### src/rtl/spi_arb_pkg.sv
// rtl/spi_arb_pkg.sv - shared widths and FSM state type for the SPI arbiter
package spi_arb_pkg;

    localparam int DATA_W = 32;
    localparam int N_REQ  = 2;
    localparam int CS_W   = 2;
    localparam int N_SS   = 1 << CS_W;

    typedef enum logic [2:0] {
        ST_IDLE  = 3'd0,
        ST_SETUP = 3'd1,
        ST_START = 3'd2,
        ST_WAIT  = 3'd3,
        ST_HOLD  = 3'd4
    } arb_state_t;

endpackage

### src/rtl/spi_rr_arb.sv
// rtl/spi_rr_arb.sv - two-way round-robin picker
module spi_rr_arb (
    input  logic [1:0] valid,
    input  logic       last,
    output logic       grant
);

    // Both valid: take the one not served last; otherwise take whichever is valid.
    always_comb begin
        grant = valid[1];
        if (valid == 2'b11) begin
            grant = ~last;
        end
    end

endmodule

### src/rtl/spi_arbiter.sv
// rtl/spi_arbiter.sv - shares one spi_control engine between two requesters
module spi_arbiter
    import spi_arb_pkg::*;
#(
    parameter int CS_SETUP = 2,
    parameter int CS_HOLD  = 2,
    parameter int TIMEOUT  = 4096
) (
    input  logic                  clk_cpu,
    input  logic                  rst,
    input  logic [N_REQ-1:0]      req_valid,
    output logic [N_REQ-1:0]      req_ready,
    input  logic [2*DATA_W-1:0]   req_wdata,
    input  logic [2*DATA_W-1:0]   req_bitrate,
    input  logic [2*CS_W-1:0]     req_cs,
    output logic [N_REQ-1:0]      rsp_valid,
    output logic [DATA_W-1:0]     rsp_rdata,
    output logic                  rsp_err,
    output logic                  eng_start,
    output logic [DATA_W-1:0]     eng_wdata,
    output logic [DATA_W-1:0]     eng_bitrate,
    input  logic                  eng_done,
    input  logic [DATA_W-1:0]     eng_rdata,
    output logic [N_SS-1:0]       ss_n
);

    // One counter is reused for setup, wait and hold; size it for the longest.
    localparam int CNT_MAX0 = (TIMEOUT > CS_SETUP) ? TIMEOUT : CS_SETUP;
    localparam int CNT_MAX  = (CNT_MAX0 > CS_HOLD) ? CNT_MAX0 : CS_HOLD;
    localparam int CNT_W    = $clog2(CNT_MAX + 1);

    // Terminal counts; CS_SETUP, CS_HOLD and TIMEOUT are expected to be at least 1.
    localparam logic [CNT_W-1:0] SETUP_LAST = CNT_W'(CS_SETUP - 1);
    localparam logic [CNT_W-1:0] HOLD_LAST  = CNT_W'(CS_HOLD - 1);
    localparam logic [CNT_W-1:0] WAIT_LAST  = CNT_W'(TIMEOUT - 1);

    arb_state_t         r_state;
    logic [CNT_W-1:0]   r_cnt;
    logic               r_gnt;
    logic               r_last;
    logic [CS_W-1:0]    r_cs;
    logic [DATA_W-1:0]  r_wdata;
    logic [DATA_W-1:0]  r_bitrate;
    logic [DATA_W-1:0]  r_rdata;
    logic               r_err;
    logic [N_REQ-1:0]   r_rsp_valid;

    logic               w_grant;
    logic               w_take;
    logic [DATA_W-1:0]  w_sel_wdata;
    logic [DATA_W-1:0]  w_sel_bitrate;
    logic [CS_W-1:0]    w_sel_cs;

    spi_rr_arb u_rr (
        .valid (req_valid),
        .last  (r_last),
        .grant (w_grant)
    );

    // A grant is offered only in IDLE, never in the response cycle, never under reset.
    assign w_take = (r_state == ST_IDLE) && (r_rsp_valid == '0) && (req_valid != '0) && !rst;
    assign req_ready = w_take ? (2'b01 << w_grant) : 2'b00;

    assign w_sel_wdata   = w_grant ? req_wdata[2*DATA_W-1:DATA_W]   : req_wdata[DATA_W-1:0];
    assign w_sel_bitrate = w_grant ? req_bitrate[2*DATA_W-1:DATA_W] : req_bitrate[DATA_W-1:0];
    assign w_sel_cs      = w_grant ? req_cs[2*CS_W-1:CS_W]          : req_cs[CS_W-1:0];

    assign eng_start   = (r_state == ST_START);
    assign eng_wdata   = r_wdata;
    assign eng_bitrate = r_bitrate;
    assign ss_n        = (r_state == ST_IDLE) ? {N_SS{1'b1}} : ~(N_SS'(1) << r_cs);
    assign rsp_valid   = r_rsp_valid;
    assign rsp_rdata   = r_rdata;
    assign rsp_err     = r_err;

    // Transfer sequencer: grant, select setup, engine start, wait/timeout, select hold.
    always_ff @(posedge clk_cpu or posedge rst) begin
        if (rst) begin
            r_state     <= ST_IDLE;
            r_cnt       <= '0;
            r_gnt       <= 1'b0;
            r_last      <= 1'b1;
            r_cs        <= '0;
            r_wdata     <= '0;
            r_bitrate   <= '0;
            r_rdata     <= '0;
            r_err       <= 1'b0;
            r_rsp_valid <= '0;
        end else begin
            r_rsp_valid <= '0;
            case (r_state)
                ST_IDLE: begin
                    if (w_take) begin
                        r_state   <= ST_SETUP;
                        r_cnt     <= '0;
                        r_gnt     <= w_grant;
                        r_cs      <= w_sel_cs;
                        r_wdata   <= w_sel_wdata;
                        r_bitrate <= (w_sel_bitrate == '0) ? DATA_W'(1) : w_sel_bitrate;
                    end
                end
                ST_SETUP: begin
                    if (r_cnt == SETUP_LAST) begin
                        r_state <= ST_START;
                        r_cnt   <= '0;
                    end else begin
                        r_cnt <= r_cnt + CNT_W'(1);
                    end
                end
                ST_START: begin
                    r_state <= ST_WAIT;
                    r_cnt   <= '0;
                end
                ST_WAIT: begin
                    // Done is checked first so it wins over a coincident timeout.
                    if (eng_done) begin
                        r_rdata <= eng_rdata;
                        r_err   <= 1'b0;
                        r_state <= ST_HOLD;
                        r_cnt   <= '0;
                    end else if (r_cnt == WAIT_LAST) begin
                        r_rdata <= '0;
                        r_err   <= 1'b1;
                        r_state <= ST_HOLD;
                        r_cnt   <= '0;
                    end else begin
                        r_cnt <= r_cnt + CNT_W'(1);
                    end
                end
                ST_HOLD: begin
                    if (r_cnt == HOLD_LAST) begin
                        r_state     <= ST_IDLE;
                        r_cnt       <= '0;
                        r_rsp_valid <= 2'b01 << r_gnt;
                        r_last      <= r_gnt;
                    end else begin
                        r_cnt <= r_cnt + CNT_W'(1);
                    end
                end
                default: begin
                    r_state <= ST_IDLE;
                    r_cnt   <= '0;
                end
            endcase
        end
    end

endmodule

### config.mk
export PLATFORM = sky130hd
export DESIGN_NAME = spi_arbiter
export DESIGN_NICKNAME = d
export VERILOG_FILES = /design/src/rtl/spi_arb_pkg.sv /design/src/rtl/spi_rr_arb.sv /design/src/rtl/spi_arbiter.sv
export SDC_FILE = /design/constraint.sdc
export NUM_CORES = 1
export LEC_CHECK = 0
export CAP_MARGIN = 10
export CORE_MARGIN = 2
export CORE_UTILIZATION = 40
export DETAILED_ROUTE_END_ITERATION = 8
export PLACE_DENSITY_LB_ADDON = 0.15
export SYNTH_ARGS = -nofsm -noshare
export SYNTH_HDL_FRONTEND = slang
export SYNTH_HIERARCHICAL = 1
export SYNTH_SLANG_ARGS = --single-unit
export TNS_END_PERCENT = 50
### constraint.sdc
create_clock -name clk_cpu -period 4 [get_ports clk_cpu]
set_input_delay 0.4 -clock clk_cpu [delete_from_list [all_inputs] [get_ports clk_cpu]]
set_output_delay 0.4 -clock clk_cpu [all_outputs]
set_load 0.005 [all_outputs]
# Word level (Yosys, flattened, before mapping)
# Index checks and enable logic that the tools add are counted.
# W data, S select, Z words.
[word_totals] ff_bits=119 output_inout_bits=106 wordCells=65
[classes] addsub=1 eq_ne=11 shifts=3 muxes=24 bitwise=2 reduce_logical=14
[ops] op="$mux W32" count=5
[ops] op="$mux W13" count=4
[ops] op="$pmux W13 S3" count=1
[ops] op="$logic_not A32 Y1" count=1
[ops] op="$mux W3" count=5
[ops] op="$pmux W3 S5" count=1
[ops] op="$add A13 B1 Y13 const B" count=1
[ops] op="$eq A13 B1 Y1 const B" count=1
[ops] op="$eq A13 B12 Y1 const B" count=1
[ops] op="$mux W2" count=4
[ops] op="$eq A3 B2 Y1 const B" count=2
[ops] op="$ne A2 B2 Y1 const B" count=3
[ops] op="$reduce_and A2 Y1" count=3
[ops] op="$mux W4" count=1
[ops] op="$not A4 Y4" count=1
[ops] op="$reduce_and A4 Y1" count=1
[ops] op="$reduce_bool A2 Y1" count=2
[ops] op="$shl A1 B1 Y2 const A" count=2
[ops] op="$shl A1 B2 Y4 const A" count=1
[ops] op="$eq A3 B1 Y1 const B" count=1
[ops] op="$eq A3 B3 Y1 const B" count=1
[ops] op="$logic_and A1 B1 Y1" count=3
[ops] op="$logic_not A3 Y1" count=1
[ops] op="$mux W1" count=3
[ops] op="other kinds (6)" count=6

# Depth between registers and ports, before layout
[depth] depth_word=6 ltp_mapped=8 depth_no_buf=7

# Modules after synthesis
# The synthesis kept the hierarchy.
[modules_own_cells] module="spi_arbiter" n_inst=1 cells_per_inst=512 area_each_um2=5422.7 seq_area_each_um2=2979.1
[modules_own_cells] module="spi_rr_arb" n_inst=1 cells_per_inst=1 area_each_um2=11.3 seq_area_each_um2=0.0

# Worst setup path before layout
# OpenSTA, ideal clock, no wires.
[synth_timing] path_kind="flip-flop to output port" startpoint="reg r_rsp_valid[1], in the netlist rsp_valid[1]" endpoint="out req_ready[0]" arrival_ns=1.728 required_ns=3.600 setup_slack_ns=1.872 stages_incl_launch_ff=7 path_buffers=3 path_cell_list="dfrtp_1 or4_1 or2_1 clkbuf_1 clkbuf_1 buf_2 nor2_1"
[synth_via] elab_chain_cells=5
[synth_rtl] element="start, declared" line="spi_arbiter.sv:46" source="logic [N_REQ-1:0] r_rsp_valid;"
[synth_rtl] element="start signal, assigned" line="spi_arbiter.sv:134" source="r_rsp_valid <= 2'b01 << r_gnt;"
[synth_rtl] element="$logic_not A2 Y1" line="spi_arbiter.sv:61" source="assign w_take = (r_state == ST_IDLE) && (r_rsp_valid == '0) && (req_valid != '0) && !rst;"
[synth_rtl] element="$logic_and A1 B1 Y1 (3 in a row)" line="spi_arbiter.sv:61"
[synth_rtl] element="$mux W2" line="spi_arbiter.sv:62" source="assign req_ready = w_take ? (2'b01 << w_grant) : 2'b00;"
[synth_rtl] element="end, declared" line="spi_arbiter.sv:12" source="output logic [N_REQ-1:0] req_ready,"
# No other way between the ends.

# Final worst setup path
[layout_timing] startpoint="in req_valid[0]" endpoint="out req_ready[0]"
[layout_via] elab_chain_cells=4
[layout_rtl] element="start, declared" line="spi_arbiter.sv:11" source="input logic [N_REQ-1:0] req_valid,"
[layout_rtl] element="$eq A2 B2 Y1 or $reduce_bool A2 Y1 (tied branches)" line="spi_rr_arb.sv:11, spi_arbiter.sv:61"
[layout_rtl] element="$mux W1 or $logic_and A1 B1 Y1 (tied branches)" line="spi_rr_arb.sv:11, spi_arbiter.sv:61"
[layout_rtl] element="$shl A1 B1 Y2 or $logic_and A1 B1 Y1 (tied branches)" line="spi_arbiter.sv:62, spi_arbiter.sv:61"
[layout_rtl] element="$mux W2 *" line="spi_arbiter.sv:62"
# Mark *: on every way between the ends. The rest lies on a longest branch, timed or not.

==> qor.txt <==
Status = complete, no violations
Cts hold-fix bufs = 0
P per Cell Area = 686.2 nW/µm²
Gpl congestion = 0.8064
Congestion Overflow GR = 0
Total Routing Usage GR = 23.81%
Worst path required time = 3600 ps
Post-synthesis register bit count = 119
Period utilization = 71.72%
First-pass GRT wire length = 26.63 mm
# DRC = 0
Complex-gate fraction of the synthesized area = 16.51%
CP Launch Point = req_valid[0]
CP cell instances = clkdlybuf4s50_1 > nor2_1 > or4_1 > or2_4 > nor2_1 > clkdlybuf4s50_1
Via count = 5019
VDD IR max = 0.3247 mV
DRT Wirelength = 17.16 mm
Primary FF master, synth = dfrtp_1
CTS sink count = 119
Die W = 120.6 µm
# port buffers = 274
Simple-Gate Fraction of Synth Area = 12.48%
Unrepaired setup endpoints after global routing = no
Largest net degree at the start of global routing = 102
Slew HR = 23.61%
Die H = 120.6 µm
Setup Skew = 9.272 ps
Least-Margin Pin Slew = 1143 ps
Arrival @ worst endpoint = 2470 ps
CTS tree = built
Starting Density = 41.03%
Worst hold path type = in2async
Post-DRT Antenna Nets = 0
Post-synth net total = 684
Worst Path Buf+Inv = 2
Initial antenna violation count = 0
Syn Area/Cell = 10.59 µm²
CP endpoint kind = output pin
Root Buffer = clkbuf_16
Worst path top cell family by delay = buffers and inverters
Clk Latency, worst-skew pair = 410 ps
Min cycle time layout = 2869 ps
Post-synth EDFFs = 0
Synth warn = 6
Maxcap violations = 0
CTS resizes = 0
Initial drt markers = 218
Synthesized netlist cell count = 513
Finished Layout Cells = 967
Max Transition Viols Final = 0
Leakage Power = 3.932 nW
Clk buf depth = 2
Setup fix buffers added after clock tree synthesis = 0
Dpl hpwl = 12.87 mm
TritonCTS Buffers = 17
Post-Synth Adder-Cell Area = 0.4605%
Area grow syn2layout = 66.04%
Initial DRT Pass Iterations = 4
Commonest cells after routing, fill and taps aside = clkdlybuf4s50_1 (274), dfrtp_1 (118), nand2_1 (80), o21ai_0 (68), mux2i_1 (66)
Async set or reset register ratio after synthesis = 100.0%
Die area = 14530 µm²
Final setup fails = 0
Sequential fraction of the synthesis area = 54.82%
Netlist cell types = 43
CP Max Fanout = 32
Drt wl/cell = 17.75 µm
Setup TNS = 0 ps
Startpoint type of the worst setup path = input port
Largest family of logic cells by synthesized area = compound AO/OA/AOI/OAI gates
Via density = 5.190
Critical-path top delay cell = clkdlybuf4s50_1
Number of global-route vias before repair = 5158
H-tree levels = 4
Achievable Freq = 348.6 MHz
Mapped Area = 5434 µm²
FF-to-FF Start = r_cnt[0]
Row cnt = 42
Commonest non-fill, non-tap cell in the layout = clkdlybuf4s50_1
Kind of critical path = in2out
Max incr delay on CP = 530 ps
NumNets Final = 949
Final Hold Violating Endpoints = 0
Placed cells = 935
Ant diodes = 0
Fraction of layout cells with a size suffix above 1 = 5.942%
Reg clk slew, reported paths = 50 ps
Core Footprint = 13240 µm²
Mux cell area share after synthesis = 12.16%
I/O pin count = 275
Post-synthesis xor/xnor area fraction = 0.4835%
## worst register-to-register path, stage by stage (launching register included)
cell and delay [ps]:
dfrtp_1 420, ha_1 220, nand3_2 160, o41ai_4 520
nand2_1 750, a22o_1 500
## power by group
group | total, W | switching, W | internal (W)
registers | 0.00204 | 0.000327 | 0.00172
clock network | 0.00179 | 0.000545 | 0.00125
logic | 0.00236 | 0.000970 | 0.00139
total | 0.00619 | 0.00184 | 0.00435
## worst paths after layout
kind	endpoint	slack (ps)	cells past startpoint
max in group asynchronous	r_last	2740	3
setup / recovery	req_ready[0]	1130	6
hold / removal	rsp_rdata[1]	470	2
setup reg to reg	rsp_rdata[30]	1300	5
min in group clk_cpu	eng_bitrate[16]	480	2
hold reg to reg	eng_bitrate[16]	480	2
## per-stage QoR
stage / utilization, % / hold WS [ps] / worst slack (ps) / power (W) / instance area (µm²)
floorplan: - / 426.3 / 444.2 / 0.002979 / 5434
finish: 68.13 / 468.2 / 1131 / 0.006191 / 9022
detailed placement: 62.89 / 469.3 / 1132 / 0.004425 / 8328
global route: 68.13 / 494.9 / 1005 / 0.006560 / 9022
global placement: 62.89 / 462.6 / 1118 / 0.004354 / 8328
CTS: 68.13 / 481.5 / 1129 / 0.006248 / 9022
## kinds of logic (layout without fill, tap and decap cells)
family / after synthesis / after routing
muxes: 66 / 66
DFF: 119 / 119
AOI/OAI and AO/OA: 135 / 135
xor gates and xnor gates: 3 / 3
buffers and inverters: 41 / 319
and+or+nand+nor: 147 / 147
adders and majority gates: 2 / 2
## area by class of cell
class	count	area, µm²
clock inverters	13	251.5
flip-flops and latches	119	2979
repair buffers	280	2800
fillers	1039	4220
well taps	176	220.2
clock buffers	19	442.9
multi-input cells	353	2300
inverters	7	28.78
## Yosys cell counts (5+ instances only)
library cell	n	share of area, %
clkbuf_1	22	1.5
a21oi_1	8	0.74
buf_2	11	1.0
nor4_1	13	1.5
mux2i_1	66	12
nand3_1	8	0.74
nor2_1	17	1.2
o21ai_0	68	6.3
dfrtp_1	118	54
a22o_1	34	5.5
nand2_1	80	5.5
a31oi_1	5	0.58
nor3_1	6	0.55
inv_1	7	0.48
## sequential cells by signal (all words and copies together) (netlist names)
signal and count:
r_cs 2, rsp_err 1, r_last 1, r_gnt 1, r_state 3, rsp_rdata 32, eng_wdata 32, eng_bitrate 32
r_cnt 13, rsp_valid 2
## layer usage
metal  global-route usage, %  up-vias  wire length (µm)  part of all wire (%)
li1                        -     2395                 -                     -
met1                   26.40     2396              6518                    38
met2                   42.55      196              8992                    52
met3                   7.264       32              1207                   7.0
met4                   9.302        0               444                   2.6
met5                       0        -                 0                     0
No activity file was read; power rests on OpenSTA's default activity.
